**src/rtl/lime_pkg.sv**
```systemverilog
// ============================================================================
// Module : lime_pkg
// Brief  : Shared LIME constants: opcodes, branch types, IR field positions.
// Rev    : 1.0 - initial release
// ============================================================================
`default_nettype none

package lime_pkg;

  localparam int unsigned LIME_WIDTH = 16;

  localparam logic [2:0] c_OP_3R  = 3'b000;
  localparam logic [2:0] c_OP_2RI = 3'b001;
  localparam logic [2:0] c_OP_RI  = 3'b010;
  localparam logic [2:0] c_OP_L   = 3'b011;
  localparam logic [2:0] c_OP_UJ  = 3'b100;

  localparam logic [1:0] c_BR_BEQ = 2'b00;
  localparam logic [1:0] c_BR_BNE = 2'b01;
  localparam logic [1:0] c_BR_BLT = 2'b10;
  localparam logic [1:0] c_BR_BGE = 2'b11;

  localparam int unsigned c_OPC_LSB  = 0;
  localparam int unsigned c_OPC_W    = 3;
  localparam int unsigned c_CTRL_W   = 7;
  localparam int unsigned c_REG_W    = 3;
  localparam int unsigned c_RD_LSB   = 7;
  localparam int unsigned c_RS1_LSB  = 10;
  localparam int unsigned c_RS2_LSB  = 13;
  localparam int unsigned c_IMM6_LSB = 10;
  localparam int unsigned c_IMM9_LSB = 7;
  localparam int unsigned c_IR_MSB   = 15;

  // Opcodes above UJ have no defined meaning.
  function automatic logic is_illegal_opcode(input logic [2:0] op);
    return (op > c_OP_UJ);
  endfunction

endpackage

`default_nettype wire

```
**src/rtl/branch_cond.sv**
```systemverilog
// ============================================================================
// Module : branch_cond
// Brief  : Combinational branch decision from ALU flags and branch type.
// Rev    : 1.0 - initial release
// ============================================================================
`default_nettype none

module branch_cond
  import lime_pkg::*;
(
  input  logic [1:0] BranchType,
  input  logic       alu_zero,
  input  logic       alu_lt,
  output logic       br_taken
);

  always_comb begin
    br_taken = 1'b0;
    case (BranchType)
      c_BR_BEQ: br_taken = alu_zero;
      c_BR_BNE: br_taken = !alu_zero;
      c_BR_BLT: br_taken = alu_lt;
      c_BR_BGE: br_taken = !alu_lt;
      default:  br_taken = 1'b0;
    endcase
  end

endmodule

`default_nettype wire

```
**src/rtl/pc_ir_unit.sv**
```systemverilog
// ============================================================================
// Module : pc_ir_unit
// Brief  : PC, IR, ALU-out and MDR registers with IR decode and branch gating.
//          Optional feature macro: ILLEGAL_OP_EN (sticky illegal-opcode flag).
// Rev    : 1.0 - initial release
// ============================================================================
`default_nettype none

module pc_ir_unit
  import lime_pkg::*;
#(
  parameter int unsigned      WIDTH    = LIME_WIDTH,
  parameter logic [WIDTH-1:0] RESET_PC = '0
) (
  input  logic             CLK,
  input  logic             Reset,
  input  logic             IRWrite,
  input  logic             PCWrite,
  input  logic             PCSrc,
  input  logic             IoD,
  input  logic             Branch,
  input  logic [1:0]       BranchType,
  input  logic [WIDTH-1:0] alu_result,
  input  logic             alu_zero,
  input  logic             alu_lt,
  input  logic [WIDTH-1:0] mem_rdata,
  output logic [WIDTH-1:0] mem_addr,
  output logic [WIDTH-1:0] pc,
  output logic [6:0]       ctrl,
  output logic [2:0]       rd,
  output logic [2:0]       rs1,
  output logic [2:0]       rs2,
  output logic [WIDTH-1:0] imm,
  output logic [WIDTH-1:0] alu_out,
  output logic [WIDTH-1:0] mdr,
  output logic             br_taken,
  output logic             illegal_op
);

  logic [WIDTH-1:0] r_pc;
  logic [WIDTH-1:0] r_ir;
  logic [WIDTH-1:0] r_alu_out;
  logic [WIDTH-1:0] r_mdr;
  logic [WIDTH-1:0] w_pc_next;
  logic             w_pc_load;
  logic             w_br_taken;
  logic [2:0]       w_opcode;
  logic             w_sign;

  branch_cond u_branch_cond (
    .BranchType (BranchType),
    .alu_zero   (alu_zero),
    .alu_lt     (alu_lt),
    .br_taken   (w_br_taken)
  );

  assign w_pc_next = PCSrc ? r_alu_out : alu_result;
  assign w_pc_load = PCWrite && (!Branch || w_br_taken);

  always_ff @(posedge CLK or negedge Reset) begin
    if (!Reset) begin
      r_pc      <= RESET_PC;
      r_ir      <= '0;
      r_alu_out <= '0;
      r_mdr     <= '0;
    end else begin
      r_alu_out <= alu_result;
      r_mdr     <= mem_rdata;
      if (IRWrite)   r_ir <= mem_rdata;
      if (w_pc_load) r_pc <= w_pc_next;
    end
  end

  assign w_opcode = r_ir[c_OPC_LSB +: c_OPC_W];
  assign w_sign   = r_ir[c_IR_MSB];

  always_comb begin
    imm = '0;
    case (w_opcode)
      c_OP_2RI:        imm = {{(WIDTH-3){w_sign}}, r_ir[c_RS2_LSB +: 3]};
      c_OP_RI:         imm = {{(WIDTH-6){w_sign}}, r_ir[c_IMM6_LSB +: 6]};
      c_OP_L, c_OP_UJ: imm = {{(WIDTH-9){w_sign}}, r_ir[c_IMM9_LSB +: 9]};
      default:         imm = '0;
    endcase
  end

`ifdef ILLEGAL_OP_EN
  logic r_illegal_op;

  // Judged on the incoming word so the flag lands on the same edge as the IR load.
  always_ff @(posedge CLK or negedge Reset) begin
    if (!Reset) begin
      r_illegal_op <= 1'b0;
    end else if (IRWrite && is_illegal_opcode(mem_rdata[c_OPC_LSB +: c_OPC_W])) begin
      r_illegal_op <= 1'b1;
    end
  end

  assign illegal_op = r_illegal_op;
`else
  assign illegal_op = 1'b0;
`endif

  assign mem_addr = IoD ? r_alu_out : r_pc;
  assign pc       = r_pc;
  assign ctrl     = r_ir[c_CTRL_W-1:0];
  assign rd       = r_ir[c_RD_LSB  +: c_REG_W];
  assign rs1      = r_ir[c_RS1_LSB +: c_REG_W];
  assign rs2      = r_ir[c_RS2_LSB +: c_REG_W];
  assign alu_out  = r_alu_out;
  assign mdr      = r_mdr;
  assign br_taken = w_br_taken;

endmodule

`default_nettype wire

```
**config.mk**
```make
export PLATFORM = sky130hd
export DESIGN_NAME = pc_ir_unit
export DESIGN_NICKNAME = d
export VERILOG_FILES = /design/src/rtl/lime_pkg.sv /design/src/rtl/branch_cond.sv /design/src/rtl/pc_ir_unit.sv
export SDC_FILE = /design/constraint.sdc
export NUM_CORES = 1
export LEC_CHECK = 0
export ABC_CLOCK_PERIOD_IN_PS = 4200
export CAP_MARGIN = 10
export CORE_MARGIN = 2
export CORE_UTILIZATION = 35
export CTS_BUF_LIST = sky130_fd_sc_hd__clkbuf_4 sky130_fd_sc_hd__clkbuf_8 sky130_fd_sc_hd__clkbuf_16
export DETAILED_ROUTE_END_ITERATION = 6
export PLACE_DENSITY = 0.77
export SYNTH_ARGS = -nofsm -noshare
export SYNTH_HDL_FRONTEND = slang
export SYNTH_SLANG_ARGS = --single-unit
```
**constraint.sdc**
```tcl
create_clock -name CLK -period 4.2 [get_ports CLK]
set_clock_uncertainty 0.1 [all_clocks]
set_input_delay 0.84 -clock CLK [delete_from_list [all_inputs] [get_ports CLK]]
set_output_delay 0.84 -clock CLK [all_outputs]
set_load 0.03 [all_outputs]
```
==> flow_summary.ini, run 1 <==
[critical_path]
cp_slowest_cell = clkdlybuf4s50_1
criticalPathCategory = flip-flop to output pin
cpPeakStageDelay_ps = 720
crit_path_cell_trace = nor2_1, and2_1, o21a_1, clkdlybuf4s50_1
end_kind = output pin
worstPathMaxFanout = 17
start_kind = flip-flop
cp.arrival_ps = 2530
cp.buffers_inverters = 1
critPathTopFamily = buffers and inverters
cp.required_ps = 3260

[drt]
viasPerCell = 4.77
drt-total-wl_microns = 7240
wl_met1_microns = 2840
drt_first_pass_iters = 4
drc = 0
wl_met3_microns = 697
wire_per_inst_microns = 15.8
vias = 2182
top_layer_used = met4
ant_nets = 0
initialDrtViolationCount = 36
met2_wirelength_microns = 3630

[worst_hold_path]
holdCritPathClass = flip-flop to flip-flop

[timing]
timing.fmax_mhz = 288
period_share = 0.826
finalCriticalPeriod_ps = 3470
rsz0062_at_grt = no
worst_slack_ps = 731
holdWs_ps = 408
worst_slew_pin_slew_ps = 1100
final-hold-violation-count = 0
slew_headroom = 0.267
slew_viol_final = 0
setup-violations-final = 0
tns_ps = 0

[cts]
clk_pin_slew_ps = 70
clk_latency_ps = 330
cts_tree = done
cts_resized = 0
cts_sinks = 64
numCtsBuffers = 9
ctsHtreeMaxLevel = 3
post_cts_buffers = 0
hold_buffers = 0
cts_buffer_depth = 2
cts_root_buffer = clkbuf_8

[global_route]
grt_max_degree = 42
grt_pass1_wl_microns = 11600
grt_usage = 0.172
grt_overflow = 0
grt_pass1_vias = 2281
antenna_found_initial = 0

[placed_design]
dpl_worst_slack_ps = 744
gp_congestion = 0.789
dp_hpwl_microns = 5150
numPortBuffers = 139

[power]
total_power_mw = 1.91
internal_power_mw = 1.28
power_switching_mw = 0.635
p_leak_nw = 1.82
power_frac_clock = 0.304
p_per_area_nw_per_um2 = 435
peakVddDrop_uv = 257
p_sw_frac = 0.332
seqPwrFrac = 0.378
p_comb_frac = 0.318

[finish]
n_antenna_cell = 0
nFillCells = 663
drive_above_1_share = 0.180
nets = 393
syn_to_final_growth_pct = 57.2

[floorplanning]
dieArea_sq_um = 8720
die_x_microns = 93.4
pin_count = 141
die_y_microns = 93.4
initial_core_util = 0.362
core_sq_um = 7730
core.rowCount = 32

[synth]
synth_nets = 265
synthArstFlopShare = 1.00
ys_types = 24
ys_seq_area_frac = 0.573
synth_edf_count = 0
synth.area.top_cells = dfrtp_1, mux2_2, mux2i_1
ys.warnings.count = 0
ys.flop_type = dfrtp_1
synthesis.area_sq_um = 2800
synth_cells = 222
ys_seq_elements = 64
syn_avg_cell_area_sq_um = 12.6
yosys.area.top_type = dfrtp_1
yosysTopAreaCellShare = 0.573

[outcome]
status = completed

[job]
drv_cap = 0
-- logic make-up (layout without fill, tap and decap cells) --
kind of cell    Yosys count  after routing  synth area share
xor+xnor                  1              1           0.00313
simple gates             29             29            0.0434
buf+inv                  24            157            0.0537
compound gates           51             51             0.123
other cells               1              1           0.00134
mux                      52             52             0.203
flops                    64             64             0.573
-- flip-flops by register name (all words and copies together) (netlist names) --
name,cells
mdr,16
r_ir,16
pc,16
alu_out,16
-- per-stage QoR --
stage,instance area (sq um),utilization,instances
6_report,4400,0.569,457
3_3_place_gp,4180,0.540,441
3_5_place_dp,4180,0.540,441
4_1_cts,4400,0.569,457
2_1_floorplan,2800,-,222
5_1_grt,4400,0.569,457
-- final cells by class --
type	instances	area [sq um]	area share
clock buffer	9	124	0.0282
clock inverter	7	96.3	0.0219
multi-input combinational	134	1040	0.238
sequential	64	1600	0.364
tap	102	128	0.0290
timing repair buffer	141	1400	0.319
-- cells in the mapped netlist, drive strengths merged (2+ instances only) --
library cell and count:
nand2 19, a21oi 40, and2 2, mux2 34, mux2i 18, buf 15, clkbuf 9, dfrtp 64
nor2 6, a21o 2, nand2b 2, o21ai 6
-- worst paths after layout --
kind | startpoint | to | slack (ps) | depth (start not counted)
worst max-delay path | r_ir[0] | imm[15] | 730 | 4
max in group asynchronous | Reset | mdr[15] | 2570 | 2
worst min register to register | r_ir[5] | r_ir[5] | 410 | 1
worst min-delay path | r_ir[5] | r_ir[5] | 410 | 1
worst max register to register | r_ir[0] | r_ir[0] | 3060 | 1
min in group asynchronous | Reset | r_ir[3] | 540 | 1
-- placed cells by master (no fill, tap or decap) --
master	count
clkdlybuf4s50_1	138
a21oi_2	5
clkinv_4	3
clkbuf_8	9
and2_1	1
nand2_1	19
conb_1	1
xnor2_1	1
mux2_4	1
a21oi_1	30
a311oi_1	1
o21ai_0	6
buf_2	1
a21o_1	2
a21oi_4	5
a211oi_1	1
bufinv_16	2
mux2_2	33
buf_4	2
nor2_1	6
dfrtp_1	64
nand2b_1	2
o21a_1	1
mux2i_1	18
clkinv_2	2
and2_4	1
-- power groups by stage --
stage	registers, mW	logic [mW]	clock network (mW)
after floorplan	0.830	0.253	0
after global placement	0.732	0.603	0
after detailed placement	0.735	0.612	0
after CTS	0.723	0.615	0.601
after global routing	0.732	0.643	0.628
final	0.722	0.609	0.580
-- metal layers --
| metal | global-route usage | vias to the layer above |
|---|---|---|
| met5 | 0 | - |
| met4 | 0.0625 | 0 |
| met3 | 0.0709 | 6 |
| met2 | 0.289 | 87 |
| met1 | 0.196 | 1062 |
| li1 | - | 1027 |
Note: power is estimated with default switching activity, not from simulation.
==> run 2, diff against run 1 <==
--- a/config.mk
+++ b/config.mk
@@ -5,7 +5,7 @@
 export SDC_FILE = /design/constraint.sdc
 export NUM_CORES = 1
 export LEC_CHECK = 0
-export ABC_CLOCK_PERIOD_IN_PS = 4200
+export ABC_CLOCK_PERIOD_IN_PS = 3500
 export CAP_MARGIN = 10
 export CORE_MARGIN = 2
 export CORE_UTILIZATION = 35
==> constraint.sdc (replaced) <==
create_clock -name CLK -period 3.5 [get_ports CLK]
set_clock_uncertainty 0.1 [all_clocks]
set_input_delay 0.7 -clock CLK [delete_from_list [all_inputs] [get_ports CLK]]
set_output_delay 0.7 -clock CLK [all_outputs]
set_load 0.03 [all_outputs]
==> run 2 against run 1 <==
Clock power grew 21%. Worst setup slack worse by 500 ps. Total power rose by 21%. Cell count up 0.66%. Non-clock buffer count grew 3. Sequential power is 20% higher. Critical path type unchanged. First-iteration DRC count up 67%. Utilization grew 0.29 points. Largest cell class unchanged. Clock-buffer cell count increased by 1. Sequential share of layout area decreased by 0.19 points. Global-route usage rose by 0.43 points.
==> flow_summary.ini, run 2 (same netlist as run 1, synthesis figures left out) <==
[outcome]
status = completed

[cts]
clk_latency_ps = 330
post_cts_buffers = 0
cts_root_buffer = clkbuf_8
cts_sinks = 64
numCtsBuffers = 9
clk_pin_slew_ps = 70
hold_buffers = 0
ctsHtreeMaxLevel = 3
cts_resized = 0
cts_tree = done
cts_buffer_depth = 2

[critical_path]
rr_endpoint = r_ir[1]
timing.rr.start = r_ir[1]
cp-startpoint = r_ir[1]
cp_slowest_cell = clkdlybuf4s50_1
worst-r2r-cell-count = 1
start_kind = flip-flop
timing.reg2reg.setup_slack_ps = 2380
end_kind = output pin
criticalPathCategory = flip-flop to output pin
crit_end = imm[11]
cp.required_ps = 2700
cp.arrival_ps = 2470
worstPathMaxFanout = 15
cpPeakStageDelay_ps = 720
crit_path_cell_trace = nor2_1, and2_1, o21a_1, clkdlybuf4s50_1

[timing]
slew_headroom = 0.448
worst_slew_pin_slew_ps = 825
slew_viol_final = 0
finalCriticalPeriod_ps = 3270
rsz0062_at_grt = no
final-hold-violation-count = 0
period_share = 0.935
timing.fmax_mhz = 306
setup-violations-final = 0
tns_ps = 0

[drt]
met2_wirelength_microns = 3550
ant_nets = 0
wl_met1_microns = 2900
top_layer_used = met4
initialDrtViolationCount = 60
viasPerCell = 4.74
drc = 0
drt_first_pass_iters = 4
wire_per_inst_microns = 15.9
vias = 2182
drt-total-wl_microns = 7300
wl_met3_microns = 717

[floorplanning]
die_x_microns = 93.4
core.rowCount = 32
core_sq_um = 7730
dieArea_sq_um = 8720
die_y_microns = 93.4
initial_core_util = 0.362
pin_count = 141

[placed_design]
dp_hpwl_microns = 5320
numPortBuffers = 139
gp_congestion = 0.769

[finish]
n_antenna_cell = 0
final_cell_mix = clkdlybuf4s50_1, dfrtp_1, mux2_2
syn_to_final_growth_pct = 58.0
final_common_cell = clkdlybuf4s50_1
nets = 396
drive_above_1_share = 0.187
nFillCells = 656

[power]
peakVddDrop_uv = 273
total_power_mw = 2.31
p_per_area_nw_per_um2 = 522
p_leak_nw = 1.83

[global_route]
antenna_found_initial = 0
grt_max_degree = 37
grt_overflow = 0
grt_pass1_vias = 2350
grt_usage = 0.176
grt_pass1_wl_microns = 11900

[worst_hold_path]
holdCritPathClass = input port to async pin

[job]
drv_cap = 0
[run 2: cell count changes in the layout (fill, tap and decap cells not counted), sizes merged]
cell	delta
buf	+3
clkinvlp	+1
clkbuf	+1
clkinv	-2
[run 2: stage by stage]
stage / cells / hold slack [ps] / worst slack, ps / utilization / cell area [sq um]
3_5_place_dp: 444 / 396 / 325 / 0.543 / 4200
4_1_cts: 460 / 297 / 197 / 0.572 / 4420
5_1_grt: 460 / 328 / 35.6 / 0.572 / 4420
6_report: 460 / 288 / 229 / 0.572 / 4420
3_3_place_gp: 444 / 391 / 346 / 0.543 / 4200
2_1_floorplan: 222 / 304 / 846 / - / 2800
[run 2: how the worst min path moves through the flow]
| stage | from | end | slack (ps) | depth (start not counted) |
|---|---|---|---|---|
| after floorplan | Reset | alu_out[0] | 300 | 0 |
| after global placement | r_ir[5] | r_ir[5] | 390 | 1 |
| after detailed placement | r_ir[5] | r_ir[5] | 400 | 1 |
| after CTS | Reset | r_ir[5] | 300 | 1 |
| after global routing | Reset | r_ir[5] | 330 | 1 |
| final | Reset | r_ir[5] | 290 | 1 |
[run 2: layer usage]
layer / track usage / vias to the layer above
li1: - / 1024
met1: 0.205 / 1058
met2: 0.287 / 91
met3: 0.0709 / 9
met4: 0.0748 / 0
met5: 0 / -
[run 2: cell type report]
| class | count | area [sq um] | share of cell area |
|---|---|---|---|
| multi-input combinational | 134 | 1040 | 0.236 |
| clock buffer | 10 | 138 | 0.0312 |
| timing repair buffer | 144 | 1420 | 0.322 |
| clock inverter | 6 | 82.6 | 0.0187 |
| sequential | 64 | 1600 | 0.363 |
| tap | 102 | 128 | 0.0289 |
[run 2: power breakdown]
part           switching (mW)  internal [mW]  total [mW]
clock                   0.287          0.417       0.704
sequential             0.0580          0.805       0.863
combinational           0.412          0.327       0.739
[run 2: worst max-delay path: cells and delay by family (launching register included)]
family / cells / cell delay (ps)
compound gates: 1 / 310
simple gates: 2 / 550
flops: 1 / 560
buf+inv: 1 / 720
